--- config.mk ---
export PLATFORM = sky130hd
export DESIGN_NAME = md_vdp_timing_gen
export DESIGN_NICKNAME = d
export VERILOG_FILES = /design/src/rtl/md_video_pkg.sv /design/src/rtl/md_pix_divider.sv /design/src/rtl/md_vdp_timing_gen.sv
export SDC_FILE = /design/constraint.sdc
export NUM_CORES = 1
export LEC_CHECK = 0
export ABC_AREA = 1
export ABC_CLOCK_PERIOD_IN_PS = 5350
export CORE_MARGIN = 2
export CORE_UTILIZATION = 30
export CTS_CLUSTER_SIZE = 14
export DETAILED_ROUTE_END_ITERATION = 8
export GPL_TIMING_DRIVEN = 0
export SYNTH_ARGS = -nofsm -noshare
export SYNTH_HDL_FRONTEND = slang
export SYNTH_SLANG_ARGS = --single-unit
--- constraint.sdc ---
create_clock -name clk -period 5.35 [get_ports clk]
set_input_delay 1.07 -clock clk [delete_from_list [all_inputs] [get_ports clk]]
set_output_delay 1.07 -clock clk [all_outputs]
set_load 0.05 [all_outputs]
--- src/rtl/md_video_pkg.sv ---
// md_video_pkg: raster constants and the latched video mode bundle
// shared by the Mega Drive VDP timing path.
package md_video_pkg;

  typedef struct packed {
    logic h40;
    logic v30;
    logic pal;
    logic interlace;
  } md_vmode_t;

  localparam md_vmode_t VMODE_RST = '0;

  localparam logic [8:0] H32_TOTAL      = 9'd342;
  localparam logic [8:0] H40_TOTAL      = 9'd420;
  localparam logic [8:0] H32_ACTIVE     = 9'd256;
  localparam logic [8:0] H40_ACTIVE     = 9'd320;
  localparam logic [8:0] H32_HS_START   = 9'd280;
  localparam logic [8:0] H32_HS_END     = 9'd305;
  localparam logic [8:0] H40_HS_START   = 9'd340;
  localparam logic [8:0] H40_HS_END     = 9'd369;
  localparam logic [8:0] H40_SLOW_START = 9'd340;
  localparam logic [8:0] H40_SLOW_END   = 9'd369;

  localparam logic [8:0] V28_ACTIVE = 9'd224;
  localparam logic [8:0] V30_ACTIVE = 9'd240;
  localparam logic [8:0] VS_NTSC    = 9'd234;
  localparam logic [8:0] VS_PAL_V28 = 9'd258;
  localparam logic [8:0] VS_PAL_V30 = 9'd266;
  localparam logic [8:0] NTSC_LINES = 9'd262;
  localparam logic [8:0] PAL_LINES  = 9'd313;

  localparam logic [3:0] DIV_FAST = 4'd8;
  localparam logic [3:0] DIV_SLOW = 4'd10;

  function automatic logic [8:0] h_total(md_vmode_t m);
    return m.h40 ? H40_TOTAL : H32_TOTAL;
  endfunction

  function automatic logic [8:0] h_active(md_vmode_t m);
    return m.h40 ? H40_ACTIVE : H32_ACTIVE;
  endfunction

  function automatic logic [8:0] hs_start(md_vmode_t m);
    return m.h40 ? H40_HS_START : H32_HS_START;
  endfunction

  function automatic logic [8:0] hs_end(md_vmode_t m);
    return m.h40 ? H40_HS_END : H32_HS_END;
  endfunction

  function automatic logic [8:0] v_active(md_vmode_t m);
    return m.v30 ? V30_ACTIVE : V28_ACTIVE;
  endfunction

  function automatic logic [8:0] vs_start(md_vmode_t m);
    if (!m.pal) return VS_NTSC;
    return m.v30 ? VS_PAL_V30 : VS_PAL_V28;
  endfunction

  // Interlace: NTSC odd field is one line longer, PAL even field one shorter.
  function automatic logic [8:0] v_total(md_vmode_t m, logic field);
    logic [8:0] t;
    t = m.pal ? PAL_LINES : NTSC_LINES;
    if (m.interlace && !m.pal && field) t = t + 9'd1;
    if (m.interlace && m.pal && !field) t = t - 9'd1;
    return t;
  endfunction

endpackage

--- src/rtl/md_pix_divider.sv ---
// md_pix_divider: master-clock to pixel-clock divider, /8 or /10,
// emitting a one-clk hclk1 pulse on the wrap cycle.
module md_pix_divider
  import md_video_pkg::*;
(
  input  logic clk,
  input  logic reset,
  input  logic slow_i,
  output logic hclk1_o
);

  logic [3:0] cnt_q, cnt_d;
  logic       wrap;

  always_comb begin
    wrap  = cnt_q == (slow_i ? DIV_SLOW - 4'd1 : DIV_FAST - 4'd1);
    cnt_d = wrap ? 4'd0 : cnt_q + 4'd1;
  end

  always_ff @(posedge clk) begin
    if (reset) cnt_q <= '0;
    else       cnt_q <= cnt_d;
  end

  assign hclk1_o = wrap;

endmodule

--- src/rtl/md_vdp_timing_gen.sv ---
// md_vdp_timing_gen: VDP raster timing (H32/H40, V28/V30, NTSC/PAL, interlace).
// Optional HV counter latch port enabled by MD_VDP_HV_LATCH_EN.
module md_vdp_timing_gen
  import md_video_pkg::*;
#(
  parameter int LINE_MCLK = 3420,
  parameter int VS_LINES  = 3
) (
  input  logic       clk,
  input  logic       reset,
  input  logic       h40,
  input  logic       v30,
  input  logic       pal,
  input  logic       interlace_en,
`ifdef MD_VDP_HV_LATCH_EN
  input  logic       hl,
  output logic [15:0] hv_out,
`endif
  output logic       hclk1,
  output logic       de_h,
  output logic       de_v,
  output logic       hs_n,
  output logic       vs_n,
  output logic       intfield,
  output logic [8:0] hcnt,
  output logic [8:0] vcnt
);

  localparam logic [8:0] VS_W = 9'(VS_LINES);

  md_vmode_t  mode_q, mode_d, mode_in;
  logic       rel_q;
  logic [8:0] hcnt_q, hcnt_d, vcnt_q, vcnt_d;
  logic       field_q, field_d;
  logic       deh_q, deh_d, dev_q, dev_d;
  logic       hsn_q, hsn_d, vsn_q, vsn_d;
  logic       slow, tick, h_last, v_last, frame_wrap;

  md_pix_divider u_div (
    .clk    (clk),
    .reset  (reset),
    .slow_i (slow),
    .hclk1_o(tick)
  );

  always_comb begin
    mode_in    = {h40, v30, pal, interlace_en};
    h_last     = hcnt_q == h_total(mode_q) - 9'd1;
    v_last     = vcnt_q == v_total(mode_q, field_q) - 9'd1;
    frame_wrap = tick && h_last && v_last;
    slow       = !mode_q.h40 ||
                 (hcnt_q >= H40_SLOW_START && hcnt_q <= H40_SLOW_END);
    hcnt_d  = hcnt_q;
    vcnt_d  = vcnt_q;
    mode_d  = mode_q;
    field_d = field_q;
    if (tick) begin
      hcnt_d = h_last ? 9'd0 : hcnt_q + 9'd1;
      if (h_last) vcnt_d = v_last ? 9'd0 : vcnt_q + 9'd1;
    end
    // Mode only moves on frame boundaries (and once as reset releases).
    if (frame_wrap || rel_q) mode_d = mode_in;
    if (frame_wrap) field_d = mode_in.interlace & ~field_q;
    deh_d = hcnt_q < h_active(mode_q);
    hsn_d = !(hcnt_q >= hs_start(mode_q) && hcnt_q <= hs_end(mode_q));
    dev_d = vcnt_q < v_active(mode_q);
    vsn_d = !(vcnt_q >= vs_start(mode_q) &&
              vcnt_q < vs_start(mode_q) + VS_W);
  end

  always_ff @(posedge clk) begin
    if (reset) begin
      mode_q  <= VMODE_RST;
      rel_q   <= 1'b1;
      hcnt_q  <= '0;
      vcnt_q  <= '0;
      field_q <= 1'b0;
      deh_q   <= 1'b0;
      dev_q   <= 1'b0;
      hsn_q   <= 1'b1;
      vsn_q   <= 1'b1;
    end else begin
      mode_q  <= mode_d;
      rel_q   <= 1'b0;
      hcnt_q  <= hcnt_d;
      vcnt_q  <= vcnt_d;
      field_q <= field_d;
      deh_q   <= deh_d;
      dev_q   <= dev_d;
      hsn_q   <= hsn_d;
      vsn_q   <= vsn_d;
    end
  end

  logic [11:0] lclk_q;
  always_ff @(posedge clk) begin
    if (reset) lclk_q <= '0;
    else if (tick && h_last) begin
      assert (lclk_q == 12'(LINE_MCLK - 1));
      lclk_q <= '0;
    end else lclk_q <= lclk_q + 12'd1;
  end

`ifdef MD_VDP_HV_LATCH_EN
  logic        hl_q;
  logic [15:0] hv_q;
  always_ff @(posedge clk) begin
    if (reset) begin
      hl_q <= 1'b0;
      hv_q <= '0;
    end else begin
      hl_q <= hl;
      if (hl && !hl_q)
        hv_q <= {mode_q.interlace ? {vcnt_q[7:1], vcnt_q[8]} : vcnt_q[7:0],
                 hcnt_q[8:1]};
    end
  end
  assign hv_out = hv_q;
`endif

  assign hclk1    = tick;
  assign de_h     = deh_q;
  assign de_v     = dev_q;
  assign hs_n     = hsn_q;
  assign vs_n     = vsn_q;
  assign intfield = field_q;
  assign hcnt     = hcnt_q;
  assign vcnt     = vcnt_q;

endmodule

Yosys cells after proc, flatten, opt, wreduce, memory -nomap -nowiden
Cells that the tools add are included.
{"block": "totals", "reg_bits": 32, "output_inout_bits": 24, "elab_cells": 66}
{"block": "op_classes", "addsub": 8, "magnitude_cmp": 8, "eq_ne": 3, "n_mux": 14, "bitwise": 2, "reduce_logical": 18}
{"op": "$mux W9", "n": 5}
{"op": "$add A9 B1 Y9 const B", "n": 3}
{"op": "$sub A9 B1 Y9 const B", "n": 3}
{"op": "$mux W7", "n": 3}
{"op": "$eq A9 B9 Y1", "n": 2}
{"op": "$ge A9 B9 Y1", "n": 2}
{"op": "$lt A9 B9 Y1", "n": 2}
{"op": "$add A9 B2 Y9 const B", "n": 1}
{"op": "$ge A9 B9 Y1 const B", "n": 1}
{"op": "$le A9 B9 Y1", "n": 1}
{"op": "$le A9 B9 Y1 const B", "n": 1}
{"op": "$logic_and A1 B1 Y1", "n": 9}
{"op": "$lt A9 B8 Y1", "n": 1}
{"op": "$mux W4", "n": 2}
{"op": "$mux W8", "n": 1}
{"op": "$mux W6", "n": 1}
{"op": "$logic_not A1 Y1", "n": 5}
{"op": "$mux W5", "n": 1}
{"op": "$add A4 B1 Y4 const B", "n": 1}
{"op": "$eq A4 B4 Y1", "n": 1}
{"op": "$logic_or A1 B1 Y1", "n": 2}
{"op": "$reduce_and A2 Y1", "n": 1}
{"op": "$reduce_or A2 Y1", "n": 1}
{"op": "$and A1 B1 Y1", "n": 1}
{"op": "other kinds (2)", "n": 2}

Longest topological paths before layout
Gate-level depths: netlist (run 1).
{"block": "logic_depth", "word_depth": 10, "depth_mapped": 21}

Modules after synthesis
A second synthesis (run 1) with hierarchy kept.
{"block": "hier_totals", "hier_cells": 321, "area_unflattened_um2": 2174.6}
{"mod": "md_vdp_timing_gen", "instances": 1, "cells_each": 292, "area_per_inst_um2": 1961.9, "seq_area_each_um2": 560.5}
{"mod": "md_pix_divider", "instances": 1, "cells_each": 29, "area_per_inst_um2": 212.7, "seq_area_each_um2": 80.1}

Least setup slack after synthesis (run 1)
OpenSTA, ideal clock, no wires.
{"block": "synth_timing", "path_type": "register to output", "from": "reg hcnt_q[1] (netlist: hcnt[1])", "to": "out hclk1", "t_arrival_ns": 1.936, "path_slack_ns": 2.344, "stages_incl_launch_ff": 9, "path_cell_list": "dfxtp_1 inv_1 ha_1 a21oi_1 nand2_1 nand2_1 nand3_1 a21oi_2 buf_4"}
{"block": "synth_via", "elab_chain_len": 5, "elab_cells_between_ends": 6, "cone_classes": "order compare: 2; eq/ne: 1; mux: 1; reduce/logical: 2"}
{"element": "start, declared", "line": "md_vdp_timing_gen.sv:33", "source": "logic [8:0] hcnt_q, hcnt_d, vcnt_q, vcnt_d;"}
{"element": "start signal, assigned", "line": "md_vdp_timing_gen.sv:85", "source": "hcnt_q <= hcnt_d;"}
{"element": "$ge A9 B9 Y1 / $le A9 B9 Y1 (equally long branches)", "line": "md_vdp_timing_gen.sv:52", "source": "(hcnt_q >= H40_SLOW_START && hcnt_q <= H40_SLOW_END);"}
{"element": "$logic_and A1 B1 Y1 (*)", "line": "md_vdp_timing_gen.sv:52"}
{"element": "$logic_or A1 B1 Y1 (*)", "line": "md_vdp_timing_gen.sv:51", "source": "slow = !mode_q.h40 ||"}
{"element": "$mux W4 (*)", "line": "md_pix_divider.sv:16", "source": "wrap = cnt_q == (slow_i ? DIV_SLOW - 4'd1 : DIV_FAST - 4'd1);"}
{"element": "$eq A4 B4 Y1 (*)", "line": "md_pix_divider.sv:16"}
{"element": "end, declared", "line": "md_vdp_timing_gen.sv:19", "source": "output logic hclk1,"}
Mark *: on every way between the ends. The rest lies on a longest branch, timed or not.

Final worst setup path (run 1)
Ends and elaborated chain as after synthesis.

==> results of run 1 <==
## worst max-delay path: stages, from the launching register on
cell	delay, ns
dfxtp_1	0.42
inv_1	0.16
ha_1	0.22
a21oi_1	0.19
nand2_1	0.07
nand2_1	0.12
nand3_1	0.12
a21oi_2	0.21
buf_4	0.21
clkdlybuf4s50_1	0.82
## final cells by class
cell class | instances | share of cell area (%)
plain buffers | 9 | 1.970
multi-input cells | 251 | 49.56
repair buffers | 29 | 10.63
well taps | 99 | 4.535
flip-flops and latches | 32 | 23.45
inverters | 43 | 5.909
clock buffers | 6 | 2.657
clock inverters | 2 | 1.283
## per-stage QoR
step	instance area [µm²]	power [µW]	hold slack [ns]	std cells	utilization, %
floorplan	2210	296.7	0.4297	335	-
global placement	2624	312.5	0.4503	463	36.57
detailed placement	2624	313.4	0.4535	463	36.57
CTS	2731	547.0	0.4680	471	38.06
global route	2731	566.3	0.4885	471	38.06
finish	2731	541.2	0.4633	471	38.06
## synth_stat cells, drive strengths merged
master	instances	area share, %
a211oi	1	0.34
nand3	28	6.3
nand2	86	15
o211ai	1	0.34
nand4	14	4.0
nand3b	2	0.68
dfxtp	32	29
xnor2	6	2.4
nor3b	1	0.34
nor4	2	0.57
xor2	9	3.6
a21oi	19	4.6
o21ai	8	1.8
buf	7	2.1
nor2	42	7.4
clkinv	1	0.17
ha	18	10
nor4b	1	0.40
nor3	8	2.0
clkbuf	2	0.34
o2111ai	1	0.40
o21a	3	1.0
conb	1	0.17
inv	42	7.1
## sequential cells by signal, indices dropped and copies added (netlist names), 4 cells and up
register	cells
hcnt	9
mode_q	4
u_div.cnt_q	4
vcnt	9
## path summary, 6_finish.rpt
| path | cells past startpoint | to | slack, ns |
|---|---|---|---|
| hold reg to reg | 1 | u_div.cnt_q[0] | 0.46 |
| hold / removal | 1 | u_div.cnt_q[0] | 0.46 |
| setup reg to reg | 15 | mode_q[3] | 2.51 |
| setup / recovery | 9 | hclk1 | 1.43 |
## cell families after synthesis
group / count (synthesis) / share of synthesized area (%)
other: 1 / 0.1697
AO/OA/AOI/OAI: 33 / 8.550
flip-flops: 32 / 28.99
adder cells (fa/ha/maj): 18 / 10.19
AND/OR/NAND/NOR: 184 / 36.41
XOR/XNOR: 15 / 5.946
buffers and inverters: 52 / 9.739
## power by group
part	internal (µW)	leakage (µW)	switching (µW)	total, µW
sequential	244	0.000261	5.35	249
combinational	23.0	0.000788	36.1	59.1
clock	138	0.0000552	95.1	233
## layer usage
layer	share of wire, %	wire, µm
met1	50	2787
met2	45	2508
met3	3.0	166
met4	2.5	138
met5	0	0
==> results.yml, run 1 <==
status:
  status: "finished, final reports clean"
critical_path:
  cp.required_ns: 4.28
  crit_start: "hcnt[1]"
  end_kind: "output port"
  reg2reg_from: "mode_q[1]"
  crit_arrival_ns: 2.85
  cp_max_fo: 10
  cp-start-kind: "flip-flop"
  criticalPathCategory: "reg2out"
global_routing:
  use_met1_pct: 19.00
  grtUsageMet2_pct: 22.73
  grt-ovfl-total: 0
  grt_use_met3_pct: 2.934
  antenna_found_initial: 0
  busiest_layer: "met2"
  grt_pass1_wl_mm: 9.611
  grt_pass1_vias: 2097
  grt_start_max_net_pins: 11
  grt_usage_pct: 14.44
clock_tree:
  ctsHoldBuffers: 0
  htreeDepth: 2
  post_cts_buffers: 0
  clock_latency_ns: 0.29
  clock_sinks: 32
  cts_tree: "built"
  path_clk_slew_ns: 0.07
  cts_resized: 0
  clk_path_buf_depth: 2
  cts_root_buf: "clkbuf_8"
  cts_made_buffers: 5
place:
  io_buffers: 29
  gp_congestion: 0.8981
  dp_slack_ns: 1.752
  dp_hpwl_mm: 4.258
finish:
  nNetsFinal: 395
  num_antenna_cells: 0
  drive_gt1_share_pct: 6.183
  fill_cells: 778
  multi_input_area_mm2: 0.001354
  final_cell_mix: "85 x nand2_1, 40 x nor2_1, 39 x inv_1"
  seq_area_um2: 640.6
  area_growth_pct: 23.61
  layout_commonest_cell: "nand2_1"
floorplanning:
  rows: 31
  dieArea_mm2: 0.008068
  start_util_pct: 30.79
  die_x_um: 89.82
  io_pins: 30
  core_region_area_mm2: 0.007176
  die-height_um: 89.82
detailed_routing:
  vias_per_cell: 4.684
  drtIter0Drc: 73
  antenna_left: 0
  drc: 0
  wl_per_cell_um: 11.89
  vias: 2206
  first_pass_iters: 4
  routed_wl_mm: 5.600
synthesis:
  ys_ff_latch: 32
  yosysWarnings: 0
  syn_area_per_cell_um2: 6.596
  synthCells: 335
  yosysSeqAreaShare_pct: 28.99
  synth_nets: 359
  syn_area_mm2: 0.002210
  ys_types: 32
sta:
  period_minus_slack_ns: 3.922
  slew_headroom_pct: 66.23
  finClkSkew_ns: 0.01015
  slew_viol_final: 0
  fin_crit_sh_pct: 73.30
  finalHoldViolations: 0
  rsz0062_at_grt: "false"
  worst_slack_ns: 1.428
  fmax_mhz: 255.0
  fin_tns_setup_ns: 0
  setup-violations-final: 0
  worstMarginPinSlew_ns: 0.5049
power_and_ir_drop:
  power_density_mw_per_mm2: 198.1
  vdd_drop_max_mv: 0.08389
  p_leak_uw: 0.001103
run:
  maxCapViolations: 0
hold_path:
  hold_path_startpoint: "u_div.cnt_q[0]"
  hold_path_class: "reg2reg"
(Power assumes the default switching activity.)
==> inputs of run 2 (changes only) <==
--- a/config.mk
+++ b/config.mk
@@ -6,7 +6,7 @@
 export NUM_CORES = 1
 export LEC_CHECK = 0
 export ABC_AREA = 1
-export ABC_CLOCK_PERIOD_IN_PS = 5350
+export ABC_CLOCK_PERIOD_IN_PS = 3200
 export CORE_MARGIN = 2
 export CORE_UTILIZATION = 30
 export CTS_CLUSTER_SIZE = 14
==> constraint.sdc (replaced) <==
create_clock -name clk -period 3.2 [get_ports clk]
set_input_delay 0.64 -clock clk [delete_from_list [all_inputs] [get_ports clk]]
set_output_delay 0.64 -clock clk [all_outputs]
set_load 0.05 [all_outputs]
==> results.yml, run 2 (same netlist as run 1, synthesis figures left out) <==
status:
  status: "finished, final reports clean"
detailed_routing:
  antenna_left: 0
  first_pass_iters: 4
  vias: 2211
  wl_per_cell_um: 11.92
  routed_wl_mm: 5.613
  drtIter0Drc: 73
  vias_per_cell: 4.694
  drc: 0
clock_tree:
  clock_sinks: 32
  cts_made_buffers: 5
  post_cts_buffers: 0
  clk_path_buf_depth: 2
  path_clk_slew_ns: 0.07
  htreeDepth: 2
  clock_latency_ns: 0.29
  cts_tree: "built"
  cts_root_buf: "clkbuf_8"
sta:
  fin_crit_sh_pct: 92.23
  finClkSkew_ns: 0.01082
  slew_headroom_pct: 66.24
  worstMarginPinSlew_ns: 0.5048
  rsz0062_at_grt: "false"
  period_minus_slack_ns: 2.951
  finalHoldViolations: 0
  fmax_mhz: 338.8
  whs_ns: 0.4633
  slew_viol_final: 0
  setup-violations-final: 0
  fin_tns_setup_ns: 0
finish:
  layout_commonest_cell: "nand2_1"
  num_antenna_cells: 0
  area_growth_pct: 23.39
  final_cell_mix: "85 x nand2_1, 40 x nor2_1, 39 x inv_1"
  nNetsFinal: 395
  drive_gt1_share_pct: 6.452
  fin_util_pct: 37.99
floorplanning:
  die_x_um: 89.82
  rows: 31
  core_region_area_mm2: 0.007176
  dieArea_mm2: 0.008068
  io_pins: 30
  die-height_um: 89.82
  start_util_pct: 30.79
hold_path:
  hold_path_startpoint: "u_div.cnt_q[0]"
  hold_path_class: "reg2reg"
power_and_ir_drop:
  internal_power_uw: 676.5
  pwr-share-seq_pct: 45.9
  power_density_mw_per_mm2: 332.5
  p_comb_share_pct: 10.9
  swShare_pct: 25.37
  p_clk_share_pct: 43.2
  p_leak_uw: 0.001106
  vdd_drop_max_mv: 0.1407
  p_switching_uw: 229.9
global_routing:
  grt_start_max_net_pins: 11
  antenna_found_initial: 0
  grt-ovfl-total: 0
  grt_pass1_wl_mm: 9.611
  grt_pass1_vias: 2097
  grt_usage_pct: 14.44
critical_path:
  reg2reg_from: "mode_q[1]"
  cpLargestDelayFamily: "buffers and inverters"
  crit_slowest_cell: "dfxtp_1"
  cp.required_ns: 2.56
  cp-start-kind: "flip-flop"
  crit_start: "hcnt[1]"
  crit_chain: "inv_1, ha_1, a21oi_1, nand2_1, nand2_1, nand3_1, a21oi_2, buf_4, buf_2"
  criticalPathCategory: "reg2out"
  crit_arrival_ns: 2.31
  path_common_cell: "nand2_1"
  slowest_delay_ns: 0.42
  end_kind: "output port"
  cp_max_fo: 10
  cp_num_buf_inv: 3
place:
  dp_hpwl_mm: 4.258
  io_buffers: 29
  gp_congestion: 0.8981
run:
  maxCapViolations: 0
-- run 2: cell count changes in the layout (fill, tap and decap cells not counted) --
cell	previous run	this run
clkdlybuf4s50_1	29	28
buf_2	4	5
-- run 2: power groups by stage --
stage | clock network (µW) | logic [µW] | registers (µW)
2_1_floorplan | 0 | 67.9 | 428
3_3_place_gp | 0 | 96.9 | 426
3_5_place_dp | 0 | 98.4 | 426
4_1_cts | 399 | 99.3 | 416
5_1_grt | 416 | 114 | 417
6_report | 392 | 98.6 | 416
-- run 2: final timing paths --
path	end	slack (ns)	cells after the start
max	hclk1	0.25	9
min	u_div.cnt_q[0]	0.46	1
max reg2reg	mode_q[3]	0.35	15
min reg2reg	u_div.cnt_q[0]	0.46	1
-- run 2: final cells by class --
cell class / count / area [µm²]
plain buffers: 9 / 53.80
clock buffers: 6 / 72.57
clock inverters: 2 / 35.03
fillers: 778 / 4449
inverters: 43 / 161.4
multi-input cells: 251 / 1354
flip-flops and latches: 32 / 640.6
well taps: 99 / 123.9
repair buffers: 29 / 285.3
-- run 2: metal layers --
metal  vias to the layer above  share of wire, %  GRT usage [%]
met5                         -                 0              0
met4                         0               2.5          6.795
met3                        15               3.3          2.934
met2                        44                45          22.73
met1                       996                49          19.00
li1                       1156                 -              -
-- run 2: metrics by stage --
step           power, µW  setup slack, ns  cells  area [µm²]
2_1_floorplan      496.0           0.4663    335        2210
3_3_place_gp       522.5          0.02451    463        2624
3_5_place_dp       523.9          0.03225    463        2624
4_1_cts            914.5           0.1169    471        2733
5_1_grt            946.7          0.03074    471        2726
6_report           906.4           0.2487    471        2726
-- run 2: timing repair --
item / in CTS / in global routing
hold buffers: 0 / 0
endpoints found under the setup margin: 1 / 1
gates resized for setup: 3 / 2
==> inputs of run 3 (changes only) <==
--- a/config.mk
+++ b/config.mk
@@ -9,6 +9,7 @@
 export ABC_CLOCK_PERIOD_IN_PS = 3200
 export CORE_MARGIN = 2
 export CORE_UTILIZATION = 30
+export CTS_CLUSTER_DIAMETER = 150
 export CTS_CLUSTER_SIZE = 14
 export DETAILED_ROUTE_END_ITERATION = 8
 export GPL_TIMING_DRIVEN = 0
==> results of run 3 <==
Final layout, timing and power as in run 2 (identical DEF).
